===== src/rtl/frame_pkg.sv =====
// Shared definitions for the frame streamer: default geometry, sizing helpers
// and the sequencer state encoding.
package frame_pkg;

  localparam int unsigned DefaultWidth = 361;
  localparam int unsigned DefaultDepth = 410;
  localparam int unsigned DefaultPixW  = 8;

  // Per-frame phases, in the order a frame walks through them.
  typedef enum logic [2:0] {
    IDLE,
    CLEAR,
    LOAD,
    PROCESS,
    FLUSH
  } frame_state_t;

  // Pixel count of one frame.
  function automatic int unsigned frame_pixels(input int unsigned width,
                                               input int unsigned depth);
    return width * depth;
  endfunction

  // Smallest address width that can index every pixel of an n-pixel frame.
  function automatic int unsigned frame_addr_w(input int unsigned n);
    return (n <= 1) ? 1 : $clog2(n);
  endfunction

endpackage


===== src/rtl/frame_addr_counter.sv =====
// Saturating address counter with synchronous clear. The counter stops at
// LAST and flags it, so callers can compare against the last index without
// ever wrapping.
module frame_addr_counter #(
  parameter int unsigned ADDR_W = 18,
  parameter int unsigned LAST   = 0
) (
  input  logic              clk_i,
  input  logic              rst_i,
  input  logic              clr_i,
  input  logic              inc_i,
  output logic [ADDR_W-1:0] count_o,
  output logic              tc_o
);

  localparam logic [ADDR_W-1:0] LastVal = ADDR_W'(LAST);

  logic [ADDR_W-1:0] count_q, count_d;
  logic              tc;

  assign tc = (count_q == LastVal);

  // Next count: clear has priority, increment holds once the last index is reached.
  always_comb begin
    count_d = count_q;
    if (clr_i) begin
      count_d = '0;
    end else if (inc_i && !tc) begin
      count_d = count_q + ADDR_W'(1);
    end
  end

  // Count register.
  always_ff @(posedge clk_i or posedge rst_i) begin
    if (rst_i) begin
      count_q <= '0;
    end else begin
      count_q <= count_d;
    end
  end

  assign count_o = count_q;
  assign tc_o    = tc;

endmodule


===== src/rtl/frame_streamer.sv =====
// Frame sequencer: clears the filter, loads one frame from the pixel ROM,
// clocks the filter through processing and captures each result into the
// result RAM. All strobes come straight from flops.
module frame_streamer
  import frame_pkg::*;
#(
  parameter int unsigned WIDTH  = DefaultWidth,
  parameter int unsigned DEPTH  = DefaultDepth,
  parameter int unsigned PIX_W  = DefaultPixW,
  parameter int unsigned ADDR_W = frame_addr_w(frame_pixels(WIDTH, DEPTH))
) (
  input  logic              clk,
  input  logic              rst,
  input  logic              start,
  output logic [ADDR_W-1:0] mem_addr,
  input  logic [PIX_W-1:0]  mem_data,
  output logic              consumer_clr,
  output logic [PIX_W-1:0]  image_input,
  output logic              enable,
  output logic              enable_process,
  input  logic [PIX_W-1:0]  image_output,
  output logic              wr_en,
  output logic [ADDR_W-1:0] wr_addr,
  output logic [PIX_W-1:0]  wr_data,
  output logic              busy,
  output logic              done
);

  localparam int unsigned NPix    = frame_pixels(WIDTH, DEPTH);
  localparam int unsigned LastIdx = NPix - 1;

  frame_state_t state_q, state_d;

  logic consumer_clr_q, consumer_clr_d;
  logic enable_q, enable_d;
  logic enable_process_q, enable_process_d;
  logic wr_en_q, wr_en_d;
  logic busy_q, busy_d;
  logic done_q, done_d;
  // Set in the cycle after the final ROM address went out: that cycle carries
  // the last pixel of the frame.
  logic last_issue_q, last_issue_d;

  logic              rd_clr, rd_inc, rd_tc;
  logic [ADDR_W-1:0] rd_count;
  logic              proc_clr, proc_inc, proc_tc;
  logic [ADDR_W-1:0] proc_count;
  logic              wr_clr, wr_inc, wr_tc;
  logic [ADDR_W-1:0] wr_count;

  // Only the terminal flags of these two counters steer the sequencer.
  logic unused_cnt;
  assign unused_cnt = ^{proc_count, wr_tc};

  // Counter controls derived from the current phase.
  always_comb begin
    // The read address is issued from CLEAR onwards and parked at 0 between frames.
    rd_clr   = (state_q == IDLE) || (state_q == FLUSH);
    rd_inc   = (state_q == CLEAR) || (state_q == LOAD);
    proc_clr = (state_q != PROCESS);
    proc_inc = (state_q == PROCESS);
    // Clearing in FLUSH lands after the last write has been presented.
    wr_clr   = (state_q == IDLE) || (state_q == FLUSH);
    wr_inc   = wr_en_q;
  end

  frame_addr_counter #(
    .ADDR_W (ADDR_W),
    .LAST   (LastIdx)
  ) u_rd_cnt (
    .clk_i   (clk),
    .rst_i   (rst),
    .clr_i   (rd_clr),
    .inc_i   (rd_inc),
    .count_o (rd_count),
    .tc_o    (rd_tc)
  );

  frame_addr_counter #(
    .ADDR_W (ADDR_W),
    .LAST   (LastIdx)
  ) u_proc_cnt (
    .clk_i   (clk),
    .rst_i   (rst),
    .clr_i   (proc_clr),
    .inc_i   (proc_inc),
    .count_o (proc_count),
    .tc_o    (proc_tc)
  );

  frame_addr_counter #(
    .ADDR_W (ADDR_W),
    .LAST   (LastIdx)
  ) u_wr_cnt (
    .clk_i   (clk),
    .rst_i   (rst),
    .clr_i   (wr_clr),
    .inc_i   (wr_inc),
    .count_o (wr_count),
    .tc_o    (wr_tc)
  );

  // Next phase and the strobes that phase will present, so every strobe is a flop.
  always_comb begin
    state_d = state_q;
    unique case (state_q)
      IDLE:    if (start) state_d = CLEAR;
      CLEAR:   state_d = LOAD;
      LOAD:    if (last_issue_q) state_d = PROCESS;
      PROCESS: if (proc_tc) state_d = FLUSH;
      FLUSH:   state_d = IDLE;
      default: state_d = IDLE;
    endcase

    last_issue_d     = ((state_q == CLEAR) || (state_q == LOAD)) && rd_tc;
    consumer_clr_d   = (state_d == CLEAR);
    enable_d         = (state_d == LOAD);
    enable_process_d = (state_d == PROCESS);
    // The filter result trails its process strobe by one cycle.
    wr_en_d          = enable_process_q;
    busy_d           = (state_d != IDLE);
    done_d           = (state_q == FLUSH);
  end

  // Sequencer state and registered strobes.
  always_ff @(posedge clk or posedge rst) begin
    if (rst) begin
      state_q          <= IDLE;
      last_issue_q     <= 1'b0;
      consumer_clr_q   <= 1'b0;
      enable_q         <= 1'b0;
      enable_process_q <= 1'b0;
      wr_en_q          <= 1'b0;
      busy_q           <= 1'b0;
      done_q           <= 1'b0;
    end else begin
      state_q          <= state_d;
      last_issue_q     <= last_issue_d;
      consumer_clr_q   <= consumer_clr_d;
      enable_q         <= enable_d;
      enable_process_q <= enable_process_d;
      wr_en_q          <= wr_en_d;
      busy_q           <= busy_d;
      done_q           <= done_d;
    end
  end

  assign mem_addr       = rd_count;
  assign image_input    = mem_data;
  assign consumer_clr   = consumer_clr_q;
  assign enable         = enable_q;
  assign enable_process = enable_process_q;
  assign wr_en          = wr_en_q;
  assign wr_addr        = wr_count;
  assign wr_data        = image_output;
  assign busy           = busy_q;
  assign done           = done_q;

endmodule


===== config.mk =====
export PLATFORM = sky130hd
export DESIGN_NAME = frame_streamer
export DESIGN_NICKNAME = d
export VERILOG_FILES = /design/src/rtl/frame_pkg.sv /design/src/rtl/frame_addr_counter.sv /design/src/rtl/frame_streamer.sv
export SDC_FILE = /design/constraint.sdc
export NUM_CORES = 1
export LEC_CHECK = 0
export CAP_MARGIN = 10
export CORE_UTILIZATION = 40
export CTS_BUF_LIST = sky130_fd_sc_hd__clkbuf_8
export DETAILED_ROUTE_END_ITERATION = 16
export PLACE_DENSITY = 0.62
export SYNTH_ARGS = -nofsm -noshare
export SYNTH_HDL_FRONTEND = slang
export SYNTH_SLANG_ARGS = --single-unit

===== constraint.sdc =====
create_clock -name clk -period 2.7 [get_ports clk]
set_input_delay 0.54 -clock clk [delete_from_list [all_inputs] [get_ports clk]]
set_output_delay 0.54 -clock clk [all_outputs]
set_load 0.01 [all_outputs]

---- Word-level counts from Yosys, hierarchy flattened ----
Cells that the tools add are included.
storage, ports and cells
  bits in registers ....................... 64
  word-level logic and storage cells ...... 49
operators by class
  add/subtract/negate cells ............... 3
  eq/ne operators ......................... 11
  multiplexer cells ....................... 10
  reduce and logical (&&, ||, !) cells .... 14
operators with widths
  operator                                                                 number
  18-bit two-way mux                                                       6
  18-bit by 1-bit adder with 18-bit output, second input constant          3
  18-bit equality test, second input constant                              3
  3-bit by 2-bit equality test with 1-bit output, second input constant    4
  3-bit one-hot mux with 4 select lines                                    1
  3-bit two-way mux                                                        3
  3-bit by 1-bit equality test with 1-bit output, second input constant    2
  2-bit nonzero test                                                       3
  1-bit logical AND                                                        4
  3-bit equality test, second input constant                               1
  1-bit zero test                                                          3
  3-bit zero test                                                          1
  3-bit by 2-bit inequality test with 1-bit output, second input constant  1
  3-bit nonzero test                                                       1
  1-bit logical OR                                                         2

---- Logic depth before layout (Yosys ltp) ----
Gate-level depths: netlist (run 1).
  word-level depth ........................ 5
  depth in mapped cells ................... 6
  mapped depth without buffers ............ 6

---- Cells and area by module ----
From an unflattened synthesis (run 1), not the netlist that was laid out.
second synthesis, totals
  cells, all modules ...................... 387
  area, all modules ....................... 3752.3 um^2
modules (own cells, without submodules)
  module              instances  cells each  area an instance (um^2)
  frame_addr_counter  3          112         1069.8
  frame_streamer      1          51          543.0

---- Worst setup path after synthesis (run 1) ----
Ideal clock, no wire load.
  path type ............................... flip-flop to flip-flop
  start ................................... reg u_rd_cnt.count_q[0], in the netlist u_rd_cnt.count_o[0]
  end ..................................... reg u_rd_cnt.count_q[14], in the netlist u_rd_cnt.count_o[14]
  arrival time ............................ 1784 ps
  data required time ...................... 2622 ps
  path slack .............................. 839 ps
  cell stages (with the launch flop) ...... 6
  buffers on the path ..................... 0
  cell sequence ........................... dfrtp_1 > ha_1 > nand4b_1 > or3_4 > or4_1 > a21oi_1
between the ends
  cells in the longest elaborated chain, start to end .. 4
  elaborated cells on any way between the ends .. 7
ends and longest elaborated chain
  item                                                                                              line                      text
  from (decl)                                                                                       frame_addr_counter.sv:18  logic [ADDR_W-1:0] count_q, count_d;
  from (signal assigned)                                                                            frame_addr_counter.sv:38  count_q <= count_d;
  parallel branches: the longest is 4 deep, another holds 18-bit by 1-bit adder with 18-bit output  -
Parallel ways; which one is timed is not known. The select of a mux whose other input is x is not followed.
A chain may end at the register's enable or synchronous reset.

---- Worst setup path in the final report (run 1) ----
  start ................................... reg u_wr_cnt.count_q[4], in the netlist u_wr_cnt.count_o[4]
  end ..................................... out wr_addr[4]
RTL lines
  item                    line                      text
  from (decl)             frame_addr_counter.sv:18
  from (signal assigned)  frame_addr_counter.sv:38
  to (decl)               frame_streamer.sv:23      output logic [ADDR_W-1:0] wr_addr,
No word-level cell between the ends.

==> results_dict.tcl, run 1 <==
set metrics [dict create \
    outcome "completed" \
    startpoint_type "flip-flop" \
    path_cells "clkdlybuf4s50_1" \
    seq_area_um2 1600 \
    viasPerCell 5.60 \
    synth_edf_count 0 \
    cts.reportedPaths.clkPinSlew_ns 0.08 \
    power.density_nw_per_um2 452 \
    drive_above_1_share_pct 8.73 \
    critPathKind "flip-flop to output pin" \
    numCtsBuffers 9 \
    crit_buf_inv 1 \
    syn_nets 393 \
    tightest_slew_ns 0.807 \
    ys_seq_area_share_pct 45.3 \
    dp_cells 491 \
    rows 33 \
    ir_worst_vdd_mv 0.261 \
    nets 422 \
    cts-root-buf "clkbuf_8" \
    grt_usage_pct 18.1 \
    grt_pass1_wl_um 12900 \
    timing.setup.tns_ns 0 \
    syn_area_per_cell_um2 9.60 \
    fmax_mhz 495 \
    syn_inst 368 \
    cp_slowest_cell "clkdlybuf4s50_1" \
    arrival_ns 1.48 \
    min_period_ns 2.02 \
    ys_ff_latch 64 \
    vias 2832 \
    rsz0062_at_grt "false" \
    yosysWarnings 0 \
    port_buffers 44 \
    synthFlopType "dfrtp_1" \
    grt_pass1_vias 2668 \
    initial_utilization_pct 42.1 \
    cts_hold_buf 0 \
    antenna_found_initial 0 \
    cp_max_fo 10 \
    final_antenna_net_count 0 \
    cts_sinks 64 \
    n_fill_cell 793 \
    firstDrtPassIters 4 \
    dieHeight_um 96.0 \
    synthesis.area_um2 3530 \
    stdcell_count 506 \
    setup_viol 0 \
    htree_levels 3 \
    overflow 0 \
    hold_path_class "flip-flop to flip-flop" \
    post_cts_buffers 0 \
    dieArea_um2 9210 \
    maxCapViolCount 0 \
    cpLargestDelayFamily "buffers and inverters" \
    drc_errors 0 \
    max_stage_delay_ns 0.61 \
    endpoint_kind "output pin" \
    post-route-period-util_pct 74.9 \
    clock_skew_ns 0.0138 \
    cts_resized 0 \
    finalInstanceArea_um2 4190 \
    die_width_um 96.0 \
    hpwl_um 5260 \
    slew_viol_final 0 \
    ys_types 58 \
    wirelength_um 7700 \
    cp.required_ns 2.16 \
    cts_tree "yes" \
    mostFrequentLayoutCells "dfrtp_1 (64), clkdlybuf4s50_1 (44), nor2_1 (36)" \
    gp_congestion 0.766 \
    clock_latency_ns 0.33 \
    clock_path_buffers 2 \
    place_area_um2 3970 \
    async_reset_ff_share_pct 100 \
    initialDrtViolationCount 132 \
    mostFrequentLayoutCell "dfrtp_1" \
    coreArea_um2 8380 \
    syn2layout_area_growth_pct 18.5 \
    multi_input_area_um2 1710 \
    relSlewSlack_pct 45.7 \
    cellLeakagePower_nw 1.72 \
    io_pins 77 \
    wire_per_inst_um 15.2 \
    antenna_cells 0 \
    finalHoldViolCount 0 \
    grt_max_degree 65 \
]
==> power breakdown <==
part	switching (mW)	internal, mW
Combinational	0.0199	0.00581
Clock	0.369	0.540
Sequential	0	0.958
Total	0.389	1.50
==> Yosys cell counts, types with 3 or more instances <==
cell type,instances,area share [%]
o211ai_1,3,0.64
xor2_1,13,3.2
dfrtp_1,64,45
and4_1,7,1.7
and3_1,9,1.6
nor3_1,12,1.7
buf_2,3,0.42
or4_1,3,0.64
mux2i_1,3,0.85
nand2_1,24,2.6
o21ai_0,15,2.1
nand3_1,17,2.4
inv_1,10,1.1
nor2_1,37,3.9
o31ai_1,3,0.64
nand4_1,17,3.0
xnor2_1,13,3.2
a21oi_1,19,2.7
or3_1,11,1.9
nor4_1,9,1.6
buf_4,16,3.4
clkbuf_1,8,0.85
nor3b_1,3,0.64
ha_1,6,2.1
==> cell type report <==
| type | instances | share of cell area, % |
|---|---|---|
| repair buffers | 47 | 11.7 |
| clock inverters | 5 | 1.94 |
| multi-input cells | 265 | 40.8 |
| inverters | 10 | 0.897 |
| clock buffers | 10 | 3.29 |
| flip-flops and latches | 64 | 38.3 |
| well taps | 105 | 3.14 |
==> registers in the layout (all words and copies together), names as in the netlist <==
| signal | count |
|---|---|
| last_issue_q | 1 |
| u_proc_cnt.count_o | 18 |
| enable | 1 |
| done | 1 |
| u_wr_cnt.count_o | 18 |
| consumer_clr | 1 |
| state_q | 3 |
| enable_process | 1 |
| wr_en | 1 |
| busy | 1 |
| u_rd_cnt.count_o | 18 |
==> per-stage QoR <==
step	util, %	worst slack, ns	hold slack (ns)	power (mW)
final	49.9	0.678	0.447	1.89
after CTS	49.9	0.678	0.455	1.92
after detailed placement	47.3	0.725	0.430	1.00
after global routing	49.9	0.541	0.464	1.96
after floorplan	-	0.562	0.416	1.02
after global placement	47.3	0.789	0.425	1.00
==> per-layer routing <==
metal	vias up	routed length (µm)	GRT usage, %
met5	-	0	0
met4	0	92	5.22
met3	17	283	3.95
met2	53	3660	29.3
met1	1380	3670	24.5
li1	1382	-	-
==> kinds of logic after synthesis <==
group / synth area share [%]
simple gates: 27.6
flops: 45.3
compound gates: 9.99
buf+inv: 6.38
xor+xnor: 7.69
fa+ha+maj: 2.13
mux: 0.850
==> path summary, 6_finish.rpt <==
check / from / to / slack (ns) / depth (start not counted)
hold reg to reg: enable_process / wr_en / 0.45 / 0
min in group asynchronous: rst / u_wr_cnt.count_o[12] / 0.59 / 3
max in group asynchronous: rst / u_wr_cnt.count_o[2] / 1.83 / 3
hold / removal: enable_process / wr_en / 0.45 / 0
setup reg to reg: u_wr_cnt.count_o[4] / u_wr_cnt.count_o[15] / 0.71 / 4
setup / recovery: u_wr_cnt.count_o[4] / wr_addr[4] / 0.68 / 1
No activity file was read; power rests on OpenSTA's default activity.
==> run 2, diff against run 1 <==
==> constraint.sdc (replaced) <==
create_clock -name clk -period 2.05 [get_ports clk]
set_input_delay 0.41 -clock clk [delete_from_list [all_inputs] [get_ports clk]]
set_output_delay 0.41 -clock clk [all_outputs]
set_load 0.01 [all_outputs]
==> results_dict.tcl, run 2 (synthesis gave the netlist of run 1 again) <==
set metrics [dict create \
    outcome "completed" \
    clock_latency_ns 0.35 \
    cp_slowest_cell "clkdlybuf4s50_1" \
    setup_viol 0 \
    cp_max_fo 10 \
    post-route-period-util_pct 94.4 \
    max_stage_delay_ns 0.61 \
    worst-r2r-cell-count 5 \
    p_int_mw 1.74 \
    mostFrequentLayoutCell "dfrtp_1" \
    whs_ns 0.419 \
    path_cells "clkdlybuf4s50_1" \
    hpwl_um 5430 \
    total_power_mw 2.30 \
    maxCapViolCount 0 \
    clock_skew_ns 0.00897 \
    min_period_ns 1.94 \
    htree_levels 3 \
    die_width_um 96.0 \
    grt_pass1_vias 2730 \
    endpoint_kind "output pin" \
    cpLargestDelayFamily "buffers and inverters" \
    antenna_found_initial 0 \
    cp.required_ns 1.64 \
    dp_cells 500 \
    numCtsBuffers 9 \
    cts-root-buf "clkbuf_8" \
    place_area_um2 4020 \
    power.density_nw_per_um2 548 \
    antenna_cells 0 \
    coreArea_um2 8380 \
    p_clk_share_pct 43.7 \
    cts_sinks 64 \
    nets 431 \
    cts_tree "yes" \
    finalInstanceArea_um2 4200 \
    overflow 0 \
    startpoint_type "flip-flop" \
    p_sw_mw 0.557 \
    arrival_ns 1.53 \
    n_fill_cell 785 \
    post_cts_buffers 0 \
    setup_ws_ns 0.114 \
    switching_share_pct 24.2 \
    cts_resized 0 \
    gp_congestion 0.858 \
    relSlewSlack_pct 64.1 \
    fmax_mhz 517 \
    io_pins 77 \
    firstDrtPassIters 4 \
    cellLeakagePower_nw 1.75 \
    crit_cells 1 \
    initial_utilization_pct 42.1 \
    pre_cts_ws_ns 0.216 \
    drive_above_1_share_pct 10.9 \
    viasPerCell 5.62 \
    final_antenna_net_count 0 \
    rsz0062_at_grt "false" \
    dieHeight_um 96.0 \
    drc_errors 0 \
    cts.reportedPaths.clkPinSlew_ns 0.08 \
    slew_viol_final 0 \
    grt_max_degree 65 \
    r2r-start "u_wr_cnt.count_o[0]" \
    ir_worst_vdd_mv 0.453 \
    finalHoldViolCount 0 \
    cts_hold_buf 0 \
    port_buffers 44 \
    syn2layout_area_growth_pct 19.0 \
    pwr-share-comb_pct 1.5 \
    mostFrequentLayoutCells "dfrtp_1 (64), clkdlybuf4s50_1 (44), nor2_1 (36)" \
    wirelength_um 7980 \
    stdcell_count 516 \
    grt_usage_pct 18.5 \
    timing.setup.tns_ns 0 \
    seq_power_share_pct 54.8 \
    clock_path_buffers 2 \
    utilization_pct 50.1 \
    hold_path_class "input pin to async pin" \
    rows 33 \
    wire_per_inst_um 15.5 \
    tightest_slew_ns 0.534 \
    crit_buf_inv 1 \
    initialDrtViolationCount 113 \
    r2r-end "u_wr_cnt.count_o[1]" \
    regToRegSetupSlack_ns 0.16 \
    grt_pass1_wl_um 13000 \
    critPathKind "flip-flop to output pin" \
    dieArea_um2 9210 \
    vias 2902 \
]
[run 2: power by group through the flow]
stage	Clock, mW	Sequential, mW	Combinational, mW
after floorplan	0	1.29	0.0506
after global placement	0	1.29	0.0361
after detailed placement	0	1.29	0.0360
after CTS	1.04	1.26	0.0358
after global routing	1.09	1.26	0.0401
final	1.01	1.26	0.0339
[run 2: area by class of cell]
cell class | count | area [µm²] | area share [%]
Multi-Input combinational cell | 265 | 1710 | 40.6
Timing Repair Buffer | 56 | 543 | 12.9
Inverter | 10 | 37.5 | 0.893
Tap cell | 105 | 131 | 3.13
Clock inverter | 6 | 43.8 | 1.04
Clock buffer | 10 | 138 | 3.27
Sequential cell | 64 | 1600 | 38.1
[run 2: how the worst max path moves through the flow]
stage                     slack, ns                    to           startpoint
after floorplan                0.04                  busy                  rst
after CTS                      0.11            wr_addr[4]  u_wr_cnt.count_o[4]
after global routing          0.006   u_wr_cnt.count_o[1]  u_wr_cnt.count_o[0]
after global placement         0.26   u_wr_cnt.count_o[1]  u_wr_cnt.count_o[0]
after detailed placement       0.22  u_rd_cnt.count_o[14]  u_rd_cnt.count_o[1]
final                          0.11            wr_addr[4]  u_wr_cnt.count_o[4]
[run 2: routing by layer]
| metal | vias to the layer above | GRT usage [%] | share of wire [%] |
|---|---|---|---|
| met5 | - | 0 | 0 |
| met4 | 0 | 7.34 | 1.2 |
| met3 | 18 | 4.82 | 4.1 |
| met2 | 58 | 30.2 | 49 |
| met1 | 1423 | 23.4 | 46 |
| li1 | 1403 | - | - |
==> run 3, diff against run 2 <==
--- a/config.mk
+++ b/config.mk
@@ -9,7 +9,7 @@
 export CORE_UTILIZATION = 40
 export CTS_BUF_LIST = sky130_fd_sc_hd__clkbuf_8
 export DETAILED_ROUTE_END_ITERATION = 16
-export PLACE_DENSITY = 0.62
+export PLACE_DENSITY_LB_ADDON = 0.2
 export SYNTH_ARGS = -nofsm -noshare
 export SYNTH_HDL_FRONTEND = slang
 export SYNTH_SLANG_ARGS = --single-unit
==> constraint.sdc (replaced) <==
create_clock -name clk -period 2.05 [get_ports clk]
set_input_delay 0.41 -clock clk [delete_from_list [all_inputs] [get_ports clk]]
set_output_delay 0.41 -clock clk [all_outputs]
set_load 0.02 [all_outputs]
==> results_dict.tcl, run 3 (synthesis gave the netlist of run 1 again) <==
set metrics [dict create \
    outcome "completed" \
    startpoint_type "flip-flop" \
    place_area_um2 4050 \
    max_stage_delay_ns 0.68 \
    tightest_slew_ns 0.514 \
    wirelength_um 7710 \
    cts.reportedPaths.clkPinSlew_ns 0.07 \
    cp.required_ns 1.64 \
    whs_ns 0.384 \
    critPathKind "flip-flop to output pin" \
    cts_sinks 64 \
    io_pins 77 \
    setup_viol 0 \
    grt_pass1_vias 2715 \
    dp_cells 502 \
    drive_above_1_share_pct 10.9 \
    wire_per_inst_um 14.9 \
    dieArea_um2 9210 \
    post-route-period-util_pct 97.2 \
    finalInstanceArea_um2 4220 \
    coreArea_um2 8380 \
    initialDrtViolationCount 108 \
    post_cts_buffers 0 \
    rsz0062_at_grt "false" \
    nets 433 \
    gp_congestion 0.893 \
    dieHeight_um 96.0 \
    mostFrequentLayoutCells "dfrtp_1 (64), clkdlybuf4s50_1 (44), nor2_1 (36)" \
    ir_worst_vdd_mv 0.335 \
    stdcell_count 517 \
    fmax_mhz 502 \
    timing.setup.tns_ns 0 \
    arrival_ns 1.58 \
    cp_slowest_cell "clkdlybuf4s50_1" \
    hpwl_um 5570 \
    mostFrequentLayoutCell "dfrtp_1" \
    numCtsBuffers 9 \
    power.density_nw_per_um2 535 \
    grt_usage_pct 18.8 \
    endpoint_kind "output pin" \
    grt_max_degree 32 \
    relSlewSlack_pct 65.4 \
    cp_max_fo 11 \
    initial_utilization_pct 42.1 \
    cts_tree "yes" \
    maxCapViolCount 0 \
    slew_viol_final 0 \
    vias 2850 \
    firstDrtPassIters 4 \
    port_buffers 44 \
    rows 33 \
    path_cells "clkdlybuf4s50_1" \
    die_width_um 96.0 \
    cts_resized 0 \
    utilization_pct 50.4 \
    htree_levels 3 \
    viasPerCell 5.51 \
    crit_buf_inv 1 \
    cts-root-buf "clkbuf_8" \
    finalHoldViolCount 0 \
    clock_latency_ns 0.34 \
    overflow 0 \
    antenna_cells 0 \
    hold_path_class "input pin to async pin" \
    final_antenna_net_count 0 \
    cts_hold_buf 0 \
    syn2layout_area_growth_pct 19.5 \
    antenna_found_initial 0 \
    min_period_ns 1.99 \
    cpLargestDelayFamily "buffers and inverters" \
    clock_skew_ns 0.00760 \
    drc_errors 0 \
    cellLeakagePower_nw 1.76 \
    clock_path_buffers 2 \
    grt_pass1_wl_um 13200 \
]
run 3: changes by cell type in the layout (fill, tap and decap cells not counted), sizes merged:
| cell | before | now |
|---|---|---|
| clkbuf | 10 | 11 |
| clkinv | 4 | 2 |
| buf | 12 | 14 |
run 3: per-stage QoR:
step | setup WS, ns | power [mW]
after floorplan | 0.0419 | 1.35
after global placement | 0.239 | 1.33
after CTS | 0.0395 | 2.30
final | 0.0579 | 2.26
after global routing | 0.00396 | 2.36
after detailed placement | 0.196 | 1.33
run 3: area by class of cell:
cell class / instances / area, µm²
Clock buffer: 11 / 151
Clock inverter: 4 / 21.3
Fill cell: 783 / 4160
Inverter: 10 / 37.5
Multi-Input combinational cell: 265 / 1710
Sequential cell: 64 / 1600
Tap cell: 105 / 131
Timing Repair Buffer: 58 / 571
run 3: power breakdown:
| group | total, mW | internal [mW] | leakage [nW] | switching (mW) |
|---|---|---|---|---|
| sequential | 1.26 | 1.26 | 0.864 | 0 |
| clock | 0.957 | 0.489 | 0.0924 | 0.468 |
| combinational | 0.0381 | 0.0112 | 0.806 | 0.0269 |
run 3: worst paths after layout:
path                       depth (start not counted)              endpoint  slack (ns)      startpoint
max                                                1                 wr_en        0.06           wr_en
min                                                2   u_wr_cnt.count_o[6]        0.38             rst
max reg2reg                                        4  u_rd_cnt.count_o[14]        0.18      state_q[1]
min reg2reg                                        0                 wr_en        0.40  enable_process
max in group asynchronous                          3                  done        1.16             rst
min in group clk                                   0                 wr_en        0.40  enable_process
run 3: routing by layer:
layer / vias to the layer above / part of all wire [%] / track usage, %
met3: 18 / 2.7 / 4.58
met4: 0 / 1.8 / 7.59
met5: - / 0 / 0
met1: 1380 / 47 / 24.7
li1: 1399 / - / -
met2: 53 / 48 / 29.9
==> variant: new RTL, flow settings as in run 1 <==
Change the package constant `DefaultWidth` from 361 to 180.
--- a/src/rtl/frame_pkg.sv
+++ b/src/rtl/frame_pkg.sv
@@ -2,7 +2,7 @@
 // and the sequencer state encoding.
 package frame_pkg;
 
-  localparam int unsigned DefaultWidth = 361;
+  localparam int unsigned DefaultWidth = 180;
   localparam int unsigned DefaultDepth = 410;
   localparam int unsigned DefaultPixW  = 8;
 
Interface: changed (resized mem_addr and wr_addr); port bits go from 77 to 75. The function was not compared with the original's and may differ.
==> variant against run 1 <==
- utilization is 1.4 points lower
- total power down 12%
- synthesized cell count down 11%
- worst setup slack worse by 0.11 ns
- sequential cell count down 3
- worst hold slack worse by 0.014 ns
- clock skew is 0.0066 ns lower
- first-iteration DRC count grew 23%
- largest cell class is now flip-flops and latches
- highest routed layer unchanged
- cell area is 10% lower
- sequential power is 4.6% lower
- routed wire length decreased by 12%
- fmax decreased by 5.1%
- area after synthesis shrank 9.6%
==> variant: results (changes against run 1) <==
Total GRT Usage 17.6% (-0.54 points); Root Driver clkbuf_8; layout cells sized above 1 6.18% (-2.5 points); Tcrit/Tclk final 78.9% (+4.0 points); Inverters excl. clock 7 (-3); clock-pin slew on the worst setup and hold paths 0.07 ns; WL per Instance 14.8 microns (-2.7%); status complete, no violations; signal buffers share of area 11.9% (+0.29 points); pin count of the biggest net entering global routing 50 (-23%); sequential share of the synthesized area 47.8% (+2.5 points); Peak VDD IR 0.305 mV (+17%); CP Class flip-flop to flip-flop; Leak 1.52 nW (-12%); Placer Congestion 0.800 (+4.4%); I/O Buffers 42 (-4.5%); vias in the first global route 2390 (-10%); ant diodes 0 (unchanged); syn nets 350 (-11%); final setup skew 0.00724 ns (-0.00660 ns); reg-to-reg slack, setup 0.57 ns (-0.14 ns); Starting DRT DRC Count 163 (+23%); nets 373 (-12%); vias 2506 (-12%); crit path to u_rd_cnt.count_o[12]; top cells by instance count after synthesis 61 x dfrtp_1, 25 x nor2_1, 22 x a21oi_1, 21 x nand2_1, 19 x nand4_1; clock buffers 11 (+1); first-pass GRT wire length 11.6 mm (-11%); r2r startpoint u_rd_cnt.count_o[0]; post_cts resized 0 (unchanged); Multi-In Gates 228 (-14%); H-tree Lvls 3 (unchanged); crit path max fanout 9 (-1); R2R cell count 5 (+1); initial antenna violation count 0 (unchanged); Fill cells 715 (-9.8%); top cell type's share of synthesized area 47.8% (+2.5 points); Clock-cell share 4.74% (-0.49 points); Distinct cells, synth 41 (-29%); Worst-Margin Slew 0.713 ns (-0.0945 ns); Hold WC Path Type flip-flop to flip-flop; seq_cells 61 (-4.7%); bufs w/o clock 44 (-6.4%); Synth area leaders dfrtp_1 48%, buf_4 3.8%, nand4_1 3.7%; Synthesis Warnings 0 (unchanged); Placement Setup Slack 0.599 ns (-0.126 ns); Reg area 1530 sq um (-4.7%); multi-input logic area 1440 sq um (-15%); WP data arrival 2.39 ns (+0.91 ns); hpwl dp 4.52 mm (-14%)
## variant: cells by family after synthesis
| family | Yosys count | synth area share, % |
|---|---|---|
| compound gates | 58 | 10.8 |
| buf+inv | 39 | 6.94 |
| flops | 61 | 47.8 |
| mux | 7 | 2.20 |
| xor+xnor | 18 | 5.17 |
| fa+ha+maj | 3 | 1.18 |
| simple gates | 142 | 25.9 |
## variant: worst min path at each step
stage | end | slack [ns] | depth (start not counted)
finish | wr_en | 0.43 | 0
global route | wr_en | 0.44 | 0
CTS | wr_en | 0.43 | 0
detailed placement | wr_en | 0.40 | 0
global placement | wr_en | 0.41 | 0
floorplan | wr_en | 0.42 | 0
## variant: metrics by stage
step | power (mW) | cell area [sq um] | hold WS, ns | utilization [%] | cells
after floorplan | 0.969 | 3190 | 0.416 | - | 328
after global placement | 0.957 | 3570 | 0.410 | 46.2 | 442
after detailed placement | 0.958 | 3570 | 0.403 | 46.2 | 442
after CTS | 1.70 | 3750 | 0.427 | 48.5 | 458
after global routing | 1.73 | 3750 | 0.437 | 48.5 | 458
final | 1.67 | 3750 | 0.433 | 48.5 | 458
## variant: per-layer routing
layer	track usage [%]	routed length, microns	vias up
met2	27.6	3250	44
li1	-	-	1231
met4	7.80	83	0
met5	0	0	-
met3	4.44	297	8
met1	23.0	3150	1223
## variant: report_power, final
| group | internal [mW] | switching [mW] |
|---|---|---|
| clock | 0.375 | 0.353 |
| combinational | 0.00592 | 0.0186 |
| sequential | 0.914 | 0 |
| total | 1.29 | 0.372 |
## variant: critical path, cell delays in order, from the launching register on
cell     delay, ns
dfrtp_1       0.41
ha_1          0.21
nand3_1       0.17
or4_4         0.58
or4_1         0.52
a21oi_1       0.16
